**config.mk**
```make
export PLATFORM = sky130hd
export DESIGN_NAME = led_pattern_gen
export DESIGN_NICKNAME = d
export VERILOG_FILES = /design/src/rtl/led_pattern_gen.sv
export SDC_FILE = /design/constraint.sdc
export NUM_CORES = 1
export LEC_CHECK = 0
export BUFFER_PORTS_ARGS = -buffer_cell sky130_fd_sc_hd__clkbuf_2
export CORE_AREA = 2 2 109 111
export CTS_CLUSTER_SIZE = 8
export DETAILED_ROUTE_END_ITERATION = 12
export DIE_AREA = 0 0 111 113
export PLACE_DENSITY = 0.74
export SLEW_MARGIN = 20
export SYNTH_ARGS = -nofsm -noshare
export SYNTH_HDL_FRONTEND = slang
export SYNTH_HIERARCHICAL = 1
export SYNTH_SLANG_ARGS = --single-unit
```
**constraint.sdc**
```tcl
create_clock -name CLK -period 2.5 [get_ports CLK]
set_input_delay 0.25 -clock CLK [delete_from_list [all_inputs] [get_ports CLK]]
set_output_delay 0.25 -clock CLK [all_outputs]
set_load 0.005 [all_outputs]
```
**src/rtl/led_pattern_gen.sv**
```systemverilog
// Multi-channel LED pattern generator.
// A shared prescaler makes a slow time-base tick and a shared free-running
// counter is the PWM carrier. Each channel runs OFF / ON / BLINK / BREATHE
// independently.
//
// led_chan ports:
//   clk, rst      clock, synchronous active-high reset
//   tick          time-base tick (combinational from the shared prescaler)
//   mode, rate    this channel's MODE / RATE fields
//   pwm           shared PWM carrier
//   led           registered LED drive, polarity per ACTIVE_LOW
//
// led_pattern_gen ports:
//   CLK, RST      clock, synchronous active-high reset
//   MODE          2 bits per channel: 00 OFF, 01 ON, 10 BLINK, 11 BREATHE
//   RATE          8 bits per channel: ticks per half-period / level step (0 acts as 1)
//   LED           registered LED drive per channel
//   TICK          registered one-cycle pulse per time-base tick

module led_chan #(
  parameter int PWM_W      = 8,
  parameter bit ACTIVE_LOW = 1'b1
) (
  input  logic             clk,
  input  logic             rst,
  input  logic             tick,
  input  logic [1:0]       mode,
  input  logic [7:0]       rate,
  input  logic [PWM_W-1:0] pwm,
  output logic             led
);
  typedef enum logic [1:0] {
    M_OFF     = 2'b00,
    M_ON      = 2'b01,
    M_BLINK   = 2'b10,
    M_BREATHE = 2'b11
  } mode_e;

  localparam logic [PWM_W-1:0] LVL_TOP = {{(PWM_W-1){1'b1}}, 1'b0};
  localparam logic [PWM_W-1:0] LVL_ONE = {{(PWM_W-1){1'b0}}, 1'b1};

  mode_e            mode_q;
  logic [7:0]       cnt, cnt_n, eff_rate;
  logic [8:0]       cnt_inc;
  logic             phase, phase_n;
  logic [PWM_W-1:0] level, level_n;
  logic             dir_dn, dir_dn_n;
  logic             step, lit;

  always_comb begin
    eff_rate = (rate == 8'd0) ? 8'd1 : rate;
    cnt_inc  = {1'b0, cnt} + 9'd1;
    cnt_n    = cnt;
    phase_n  = phase;
    level_n  = level;
    dir_dn_n = dir_dn;
    step     = 1'b0;
    lit      = 1'b0;

    // A mode change restarts the channel and swallows a coincident tick;
    // OFF/ON keep the counters parked at their reset values.
    if (mode_e'(mode) != mode_q || mode_q == M_OFF || mode_q == M_ON) begin
      cnt_n    = '0;
      phase_n  = 1'b0;
      level_n  = '0;
      dir_dn_n = 1'b0;
    end else if (tick) begin
      // >= so a RATE lowered below the running count steps on the next tick
      if (cnt_inc >= {1'b0, eff_rate}) begin
        cnt_n = '0;
        step  = 1'b1;
      end else begin
        cnt_n = cnt_inc[7:0];
      end
    end

    if (step) begin
      if (mode_q == M_BLINK) begin
        phase_n = ~phase;
      end else if (!dir_dn) begin
        level_n = level + 1'b1;
        if (level == LVL_TOP) dir_dn_n = 1'b1;   // turn at max, no repeat
      end else begin
        level_n = level - 1'b1;
        if (level == LVL_ONE) dir_dn_n = 1'b0;   // turn at 0, no repeat
      end
    end

    unique case (mode_q)
      M_OFF:     lit = 1'b0;
      M_ON:      lit = 1'b1;
      M_BLINK:   lit = phase;
      M_BREATHE: lit = (pwm < level);
    endcase
  end

  always_ff @(posedge clk) begin
    if (rst) begin
      mode_q <= M_OFF;
      cnt    <= '0;
      phase  <= 1'b0;
      level  <= '0;
      dir_dn <= 1'b0;
      led    <= ACTIVE_LOW;
    end else begin
      mode_q <= mode_e'(mode);
      cnt    <= cnt_n;
      phase  <= phase_n;
      level  <= level_n;
      dir_dn <= dir_dn_n;
      led    <= lit ^ ACTIVE_LOW;
    end
  end
endmodule

module led_pattern_gen #(
  parameter int CHANNELS   = 3,
  parameter int PRESCALE   = 48000,
  parameter int PWM_W      = 8,
  parameter bit ACTIVE_LOW = 1'b1
) (
  input  logic                  CLK,
  input  logic                  RST,
  input  logic [2*CHANNELS-1:0] MODE,
  input  logic [8*CHANNELS-1:0] RATE,
  output logic [CHANNELS-1:0]   LED,
  output logic                  TICK
);
  localparam int PRE_W = (PRESCALE > 2) ? $clog2(PRESCALE) : 1;

  logic [PRE_W-1:0] pre;
  logic [PWM_W-1:0] pwm;
  logic             tick_int;

  assign tick_int = (pre == PRE_W'(PRESCALE - 1));

  always_ff @(posedge CLK) begin
    if (RST) begin
      pre  <= '0;
      pwm  <= '0;
      TICK <= 1'b0;
    end else begin
      pre  <= tick_int ? '0 : pre + 1'b1;
      pwm  <= pwm + 1'b1;
      TICK <= tick_int;
    end
  end

  for (genvar i = 0; i < CHANNELS; i++) begin : g_ch
    led_chan #(
      .PWM_W      (PWM_W),
      .ACTIVE_LOW (ACTIVE_LOW)
    ) u_ch (
      .clk  (CLK),
      .rst  (RST),
      .tick (tick_int),
      .mode (MODE[2*i +: 2]),
      .rate (RATE[8*i +: 8]),
      .pwm  (pwm),
      .led  (LED[i])
    );
  end
endmodule

```
==> flow_summary.toml, run 1 <==
[yosys]
yosysMostFrequentCell = "dfxtp_1"
synth_compound_area_share_pct = 18.8
synth_top_family_by_area = "simple AND/OR/NAND/NOR gates"
syn-num-nets = 828
synthCells = 734
netlist_area_um2 = 6190
synth_edf_count = 0
ys_types = 57
synth_seq_area_share_pct = 28.5
synth.top_cells.by_count = "dfxtp_1 (88), ha_1 (62), nor2_1 (60), inv_1 (54), nand3_1 (44)"
synthArstFlopShare_pct = 0
ys_top_cells_by_area = "dfxtp_1 (28%), ha_1 (13%), xnor2_1 (4.5%)"
netlist.area_leader.share_pct = 28.5
synth_xor_area_share_pct = 7.08
synth_warnings = 6
synth_top_cell_by_area = "dfxtp_1"
synthFlopType = "dfxtp_1"
synth_seq_cells = 88
muxShareOfSynthArea_pct = 0.971
yosys.area_share.simple_pct = 27.2
syn_avg_cell_area_um2 = 8.43
synth_adder_area_share_pct = 12.5

[die]
start_util_pct = 54.9
num_io_pins = 36
fp-row-count = 39
core_area_um2 = 11300
die_x_um = 111
dieArea_um2 = 12500
die_height_um = 113

[worst_setup_path]
r2r-start = "g_ch[2].u_ch/cnt[1]"
critPathMaxFanout = 4
critical_path.top_delay_family = "simple AND/OR/NAND/NOR gates"
r2r_cells = 10
slowest_delay_ns = 0.52
cpMostUsedCell = "nand3_2"
crit_chain = "and3_1 -> nand3_2 -> nor2_1 -> xor2_1 -> ha_1 -> nand3_2 -> o311ai_4 -> o211ai_4 -> or4_1 -> o21ai_1"
crit_path_top_delay_cell = "or4_1"
cp-end-kind = "register"
regToRegSetupSlack_ns = -0.16
path_depth = 10
r2r-end = "g_ch[2].u_ch/level[3]"
required_ns = 2.77
cp.arrival_ns = 2.94
endpoint = "g_ch[2].u_ch/level[3]"
crit_path_start_kind = "register"
path_class = "reg2reg"
crit_path_start = "g_ch[2].u_ch/cnt[1]"
timing.critical_path.buf_inv = 0

[power]
pwr-share-comb_pct = 6.5
p_sw_share_pct = 22.4
ir_worst_vdd_mv = 0.407
internal_power_mw = 2.24
clkPwrFrac_pct = 43.9
p_seq_share_pct = 49.6
p_leak_nw = 3.13
p_sw_uw = 648
power.density_nw_per_um2 = 371

[route]
ant_nets = 0
via_per_inst = 5.98
wl_per_cell_um = 16.0
route.detailed.drc = 0
wl_um = 15700
drt_first_iter_violations = 394
drt_pre_antenna_iters = 7
vias = 5874

[final_layout]
layout-drive-gt1-share_pct = 27.4
area_growth_pct = 26.0
final_cells = 982
nets = 930
filler_cell_count = 818
antenna_cells = 0

[timing]
fmax_ghz = 0.375
rsz0062_at_grt = "true"
finalHoldViolations = 0
worstMarginPinSlew_ns = 0.665
layout_min_cycle_time_ns = 2.66
maxSlewViolCount = 0
slew_headroom_pct = 55.6
holdWs_ns = 0.170
fin_setup_tns_ns = -1.50
timing.clock.skew_ns = 0.00574
setup_violations = 28
finalCritPeriodShare_pct = 107
timing.final.ws_setup_ns = -0.164

[job]
maxCapViolCount = 0

[grt]
track_usage_pct = 23.1
grtUsageMet3_pct = 4.02
grt_max_degree = 34
grt-busiest-layer = "met2"
grt_pass1_wl_um = 24700
grt_pass1_vias = 5565
antenna_found_initial = 0
grt_use_met2_pct = 41.6
grt_overflow = 0
grtUsageMet1_pct = 28.2

[clocking]
cts_buffers = 9
root_buffer = "clkbuf_16"
clockBufferDepth = 2
cts_sinks = 88
clkSlewWorstSetupHoldPaths_ns = 0.06
ctsHtreeMaxLevel = 3
clock_latency_ns = 0.34
ctsHoldBuffers = 0
cts_tree = "yes"

[placement]
hpwl_um = 10300
place_inst = 940
numPortBuffers = 35
place_congestion = 0.891

[min_path]
hold_class = "in2reg"

[outcome]
status = "finished, violations left"
violations = "setup timing"
## power groups by stage
stage | sequential [mW] | combinational, mW | clock, mW
detailed placement | 1.47 | 0.177 | 0
finish | 1.43 | 0.188 | 1.27
CTS | 1.44 | 0.178 | 1.28
global placement | 1.47 | 0.168 | 0
floorplan | 1.46 | 0.116 | 0
global route | 1.44 | 0.211 | 1.35
## state kept, by name, indices dropped and copies added, names as in the netlist
signal            cells
g_ch.u_ch/mode_q      6
TICK                  1
pre                  16
g_ch.u_ch/level      24
g_ch.u_ch/cnt        24
g_ch.u_ch/phase       3
g_ch.u_ch/led         3
g_ch.u_ch/dir_dn      3
pwm                   8
## layer usage
metal / up-vias / share of wire [%] / wire, um
li1: 2846 / - / -
met1: 2825 / 42 / 6620
met2: 165 / 51 / 7980
met3: 38 / 4.5 / 710
met4: 0 / 2.6 / 403
met5: - / 0 / 0
## worst min-delay path by stage
| stage | from | end | slack, ns | cells after the start |
|---|---|---|---|---|
| final | MODE[2] | g_ch[1].u_ch/mode_q[0] | 0.17 | 2 |
| after detailed placement | pre[0] | pre[0] | 0.47 | 1 |
| after global placement | pre[0] | pre[0] | 0.46 | 1 |
| after global routing | MODE[5] | g_ch[2].u_ch/mode_q[1] | 0.18 | 2 |
| after floorplan | RST | g_ch[0].u_ch/mode_q[0] | 0.32 | 1 |
| after CTS | MODE[2] | g_ch[1].u_ch/mode_q[0] | 0.17 | 2 |
## area by class of cell
type                            count  area (um^2)  share of cell area (%)
Clock buffer                       14          274                    3.52
Inverter                           57          214                    2.75
Multi-Input combinational cell    570         4540                    58.3
Sequential cell                    88         1780                    22.9
Tap cell                          143          179                    2.30
Timing Repair Buffer              110          800                    10.3
## cell usage in the layout (no fill, tap or decap), types with 19 or more instances in the layout
cell type / Yosys / layout
nand2b_1: 28 / 28
nor2_1: 60 / 58
clkbuf_2: 6 / 35
nand2_1: 23 / 23
nand3_1: 44 / 29
dfxtp_1: 88 / 80
a21oi_1: 42 / 30
xnor2_1: 32 / 29
o21ai_0: 27 / 19
inv_1: 54 / 54
ha_1: 62 / 57
buf_4: 0 / 61
nor2b_1: 20 / 20
## cell families after synthesis
kind of cell             after synthesis
AO/OA/AOI/OAI                        163
XOR/XNOR                              50
adder cells (fa/ha/maj)               62
buffers and inverters                 77
flip-flops                            88
multiplexers                           6
AND/OR/NAND/NOR                      288
## through the flow
stage	power, mW	cell area [um^2]	util (%)	setup WS, ns
2_1_floorplan	1.58	6230	-	0.00899
3_3_place_gp	1.64	6870	60.9	-0.0266
3_5_place_dp	1.65	6870	60.9	-0.205
4_1_cts	2.89	7370	65.4	-0.0204
5_1_grt	2.99	7790	69.1	-0.283
6_report	2.89	7790	69.1	-0.164
## repair_timing
| action | in CTS | in global routing |
|---|---|---|
| resized for setup | 26 | 70 |
| endpoints found under the hold margin | 0 | 0 |
| endpoints found under the setup margin | 36 | 51 |
| pin swaps | 25 | 45 |
| buffers inserted | 18 | 12 |
| cloned | 0 | 2 |
No activity file was read; power rests on OpenSTA's default activity.
==> run 2, diff against run 1 <==
--- a/config.mk
+++ b/config.mk
@@ -10,7 +10,7 @@
 export CTS_CLUSTER_SIZE = 8
 export DETAILED_ROUTE_END_ITERATION = 12
 export DIE_AREA = 0 0 111 113
-export PLACE_DENSITY = 0.74
+export PLACE_DENSITY = 0.82
 export SLEW_MARGIN = 20
 export SYNTH_ARGS = -nofsm -noshare
 export SYNTH_HDL_FRONTEND = slang
==> run 2 against run 1 <==
Effect of this change: the run still ends with setup timing left; global-route usage grew 0.95 points; sequential cell count is the same; register-to-register slack lost 0.02 ns; power grew 4.3%; via count grew 1.0%.
==> flow_summary.toml, run 2 (synthesized netlist as in run 1, its figures left out) <==
[route]
m1WireLength_um = 6950
drt_first_iter_violations = 455
route.detailed.drc = 0
top_layer_used = "met4"
drt_pre_antenna_iters = 8
ant_nets = 0
wl_per_cell_um = 17.0
wl_um = 16600
via_per_inst = 6.08
wl_met2_um = 8550
vias = 5933
wl_met3_um = 810

[min_path]
hold_class = "in2reg"
worstHoldStart = "MODE[1]"
min_path_cells = 2
holdPathEnd = "g_ch[0].u_ch/mode_q[1]"

[timing]
rsz0062_at_grt = "true"
finalCritPeriodShare_pct = 107
setup_violations = 33
maxSlewViolCount = 0
layout_min_cycle_time_ns = 2.69
worstMarginPinSlew_ns = 0.670
finalHoldViolations = 0
holdWs_ns = 0.168
timing.final.ws_setup_ns = -0.186
slew_headroom_pct = 54.9
fmax_ghz = 0.372
timing.clock.skew_ns = 0.00762

[final_layout]
layout-drive-gt1-share_pct = 28.9
antenna_cells = 0
final_common_cell = "dfxtp_1"
filler_cell_count = 748
design_area_um2 = 7850
area_growth_pct = 26.8
reg_top3 = "g_ch.u_ch/cnt: 24 flops, g_ch.u_ch/level: 24 flops, pre: 16 flops"
final_cell_mix = "dfxtp_1 (75), ha_1 (59), nor2_1 (56)"
nets = 922

[placement]
hpwl_um = 10300
numPortBuffers = 35
placed_area_um2 = 6810
place_congestion = 0.872

[die]
die_height_um = 113
die_x_um = 111
start_util_pct = 54.9
dieArea_um2 = 12500
core_area_um2 = 11300
fp-row-count = 39
num_io_pins = 36

[outcome]
violations = "setup timing"
status = "finished, violations left"

[worst_setup_path]
r2r-end = "g_ch[1].u_ch/level[2]"
regToRegSetupSlack_ns = -0.19
cp.arrival_ns = 2.95
required_ns = 2.77
slowest_delay_ns = 0.41
r2r-start = "g_ch[1].u_ch/cnt[2]"
crit_path_start_kind = "register"
crit_path_top_delay_cell = "o311ai_4"
crit_chain = "and3_4 -> nand3_4 -> nor2_4 -> xor2_2 -> ha_1 -> nand3_2 -> o311ai_4 -> o211ai_4 -> or3_1 -> a21oi_1"
cp-end-kind = "register"
path_class = "reg2reg"
r2r_cells = 10
critPathMaxFanout = 6

[power]
p_leak_nw = 3.13
ir_worst_vdd_mv = 0.268
power.density_nw_per_um2 = 385

[clocking]
cts_sinks = 88
clock_latency_ns = 0.34
clkSlewWorstSetupHoldPaths_ns = 0.06
cts_buffers = 9
ctsHtreeMaxLevel = 3
clockBufferDepth = 2
root_buffer = "clkbuf_16"
cts_tree = "yes"

[grt]
track_usage_pct = 24.1
grt_max_degree = 19
grt_pass1_vias = 5714
grt_overflow = 0
antenna_found_initial = 0
grt_pass1_wl_um = 25700

[job]
maxCapViolCount = 0
## run 2: cell count changes in the layout (fill, tap and decap cells not counted), sizes merged
cell      previous run  this run
buf                 75        68
bufinv               0         1
clkbuf              49        45
clkinv               0         2
clkinvlp             0         2
inv                 57        58
nor2                78        77
## run 2: repair_timing
item	CTS	global route
hold buffers	0	0
cloned	2	1
gates resized for setup	43	83
pin swaps	44	51
setup buffers	14	10
endpoints found under the setup margin	36	52
## run 2: worst max-delay path: cells and delay by family, from the launching register on
family,cells,cell delay (ns)
simple gates,5,1.00
flops,1,0.38
xor+xnor,1,0.10
fa+ha+maj,1,0.34
compound gates,3,0.80
## run 2: where the power goes
group	internal (mW)	switching [mW]	total (mW)
Sequential	1.41	0.0200	1.43
Combinational	0.0855	0.102	0.187
Clock	0.806	0.595	1.40
## run 2: final cells by class
cell class / count / area [um^2] / share of cell area (%)
clock buffer: 10 / 239 / 3.05
timing repair buffer: 103 / 753 / 9.60
multi-input combinational: 569 / 4600 / 58.6
tap: 143 / 179 / 2.28
clock inverter: 6 / 67.6 / 0.861
sequential: 88 / 1800 / 22.9
inverter: 57 / 214 / 2.73
## run 2: worst max path at each step
| stage | from | end | slack, ns | cells after the start |
|---|---|---|---|---|
| after floorplan | g_ch[0].u_ch/cnt[1] | g_ch[0].u_ch/level[2] | 0.009 | 10 |
| after global placement | g_ch[1].u_ch/cnt[0] | g_ch[1].u_ch/level[7] | -0.04 | 11 |
| after detailed placement | g_ch[2].u_ch/cnt[1] | g_ch[2].u_ch/level[1] | -0.17 | 12 |
| after CTS | g_ch[2].u_ch/cnt[1] | g_ch[2].u_ch/level[3] | -0.08 | 10 |
| after global routing | g_ch[1].u_ch/cnt[2] | g_ch[1].u_ch/level[2] | -0.26 | 10 |
| final | g_ch[1].u_ch/cnt[2] | g_ch[1].u_ch/level[2] | -0.19 | 10 |
## run 2: through the flow
step	util (%)	cells	total power, mW	setup TNS [ns]	worst slack, ns
6_report	69.6	976	3.02	-2.26	-0.186
5_1_grt	69.6	976	3.11	-7.15	-0.260
4_1_cts	65.9	966	3.02	-0.334	-0.0813
3_3_place_gp	60.4	934	1.63	-0.109	-0.0356
3_5_place_dp	60.4	934	1.65	-2.01	-0.166
2_1_floorplan	-	734	1.58	0	0.00899
## run 2: metal layers
layer	up-vias	global-route usage, %
met1	2878	29.6
met5	-	0
met2	193	43.8
li1	2838	-
met3	24	3.75
met4	0	6.92
==> run 3, diff against run 2 <==
--- a/config.mk
+++ b/config.mk
@@ -11,6 +11,7 @@
 export DETAILED_ROUTE_END_ITERATION = 12
 export DIE_AREA = 0 0 111 113
 export PLACE_DENSITY = 0.82
+export SKIP_CTS_REPAIR_TIMING = 1
 export SLEW_MARGIN = 20
 export SYNTH_ARGS = -nofsm -noshare
 export SYNTH_HDL_FRONTEND = slang
==> run 3 against run 2 <==
Effect of this change: the run still ends with setup timing left; fmax rose by 0.38%; non-clock buffer count fell by 7; combinational power barely moved; critical path type unchanged; critical endpoint is now g_ch[1].u_ch/cnt[3]; largest cell class unchanged.
==> flow_summary.toml, run 3 (synthesized netlist as in run 1, its figures left out) <==
[clocking]
cts_sinks = 88
ctsHtreeMaxLevel = 3
clkSlewWorstSetupHoldPaths_ns = 0.07
clockBufferDepth = 2
clock_latency_ns = 0.34
root_buffer = "clkbuf_16"
cts_buffers = 9
cts_tree = "yes"

[timing]
setup_violations = 37
finalHoldViolations = 0
worstMarginPinSlew_ns = 0.620
timing.clock.skew_ns = 0.00719
layout_min_cycle_time_ns = 2.68
rsz0062_at_grt = "true"
timing.final.ws_setup_ns = -0.176
slew_headroom_pct = 58.2
holdWs_ns = 0.168
maxSlewViolCount = 0
finalCritPeriodShare_pct = 107
fmax_ghz = 0.374

[worst_setup_path]
cp.arrival_ns = 2.95
critPathMaxFanout = 6
path_class = "reg2reg"
cp-end-kind = "register"
required_ns = 2.78
crit_path_start_kind = "register"

[route]
wl_per_cell_um = 16.9
wl_um = 16300
ant_nets = 0
vias = 5918
via_per_inst = 6.11
drt_pre_antenna_iters = 4
drt_first_iter_violations = 311
route.detailed.drc = 0

[final_layout]
reg_top3 = "g_ch.u_ch/cnt: 24 flops, g_ch.u_ch/level: 24 flops, pre: 16 flops"
antenna_cells = 0
final_common_cell = "dfxtp_1"
area_growth_pct = 25.2
final_cell_mix = "dfxtp_1 (77), ha_1 (59), nor2_1 (56)"
nets = 915
layout-drive-gt1-share_pct = 28.3

[die]
start_util_pct = 54.9
dieArea_um2 = 12500
die_x_um = 111
num_io_pins = 36
core_area_um2 = 11300
die_height_um = 113
fp-row-count = 39

[placement]
numPortBuffers = 35
hpwl_um = 10300
place_congestion = 0.872
place_ws_ns = -0.166

[grt]
grt_pass1_vias = 5524
antenna_found_initial = 0
grt_max_degree = 19
grt_pass1_wl_um = 24400
track_usage_pct = 22.8
grt_overflow = 0

[power]
p_leak_nw = 3.07
ir_worst_vdd_mv = 0.266
power.density_nw_per_um2 = 388

[outcome]
violations = "setup timing"
status = "finished, violations left"

[job]
maxCapViolCount = 0

[min_path]
hold_class = "in2reg"
==> run 3: changes by cell type in the layout (fill, tap and decap cells not counted), moves of 2 or more <==
| cell | change |
|---|---|
| nor2_2 | +2 |
| a211oi_1 | -3 |
| buf_4 | -7 |
| dfxtp_1 | +2 |
| o21ai_1 | -2 |
| nor2_4 | -2 |
| o31ai_1 | -2 |
| nand3_4 | -2 |
| o31ai_4 | -2 |
| a211oi_2 | +3 |
| nand3_2 | +2 |
| o31ai_2 | +4 |
==> run 3: final timing paths <==
check,slack (ns),end,cells after the start,start
worst max-delay path,-0.18,g_ch[1].u_ch/cnt[3],13,g_ch[1].u_ch/cnt[2]
worst min-delay path,0.17,g_ch[1].u_ch/mode_q[0],2,MODE[2]
worst max register to register,-0.18,g_ch[1].u_ch/cnt[3],13,g_ch[1].u_ch/cnt[2]
worst min register to register,0.50,pre[0],1,pre[0]
==> run 3: cell type report <==
class / instances / area, um^2
flip-flops and latches: 88 / 1790
repair buffers: 96 / 701
well taps: 143 / 179
multi-input cells: 569 / 4550
clock buffers: 10 / 239
inverters: 57 / 214
clock inverters: 6 / 67.6
fillers: 786 / 3530
==> run 3: layer usage <==
metal	global-route usage [%]	part of all wire, %	up-vias	wire, um
li1	-	-	2825	-
met1	27.6	42	2869	6890
met2	41.6	52	186	8470
met3	3.75	4.1	38	663
met4	7.17	2.0	0	320
met5	0	0	-	0
==> run 3: stage by stage <==
stage	cell area, um^2	setup TNS [ns]	power, mW	util, %	std cells
3_3_place_gp	6810	-0.109	1.63	60.4	934
3_5_place_dp	6810	-2.01	1.65	60.4	934
4_1_cts	7110	-2.74	3.02	63.1	950
5_1_grt	7740	-8.06	3.11	68.7	969
6_report	7740	-2.99	3.01	68.7	969
2_1_floorplan	6230	0	1.58	-	734
==> run 3: power by group <==
group	total (mW)	leakage, nW	internal (mW)	switching [mW]
logic	0.186	2.21	0.0843	0.102
clock network	1.39	0.145	0.805	0.586
registers	1.43	0.719	1.41	0.0202
==> run 3: worst max-delay path, stage by stage (launching register included) <==
cell	delay (ns)
dfxtp_2	0.37
and3_1	0.20
nand3_2	0.13
nor2_4	0.15
xor2_2	0.19
ha_1	0.29
buf_4	0.15
a21oi_2	0.16
o311ai_4	0.19
buf_4	0.19
buf_6	0.12
o31ai_1	0.29
a32oi_1	0.10
nor2_1	0.10
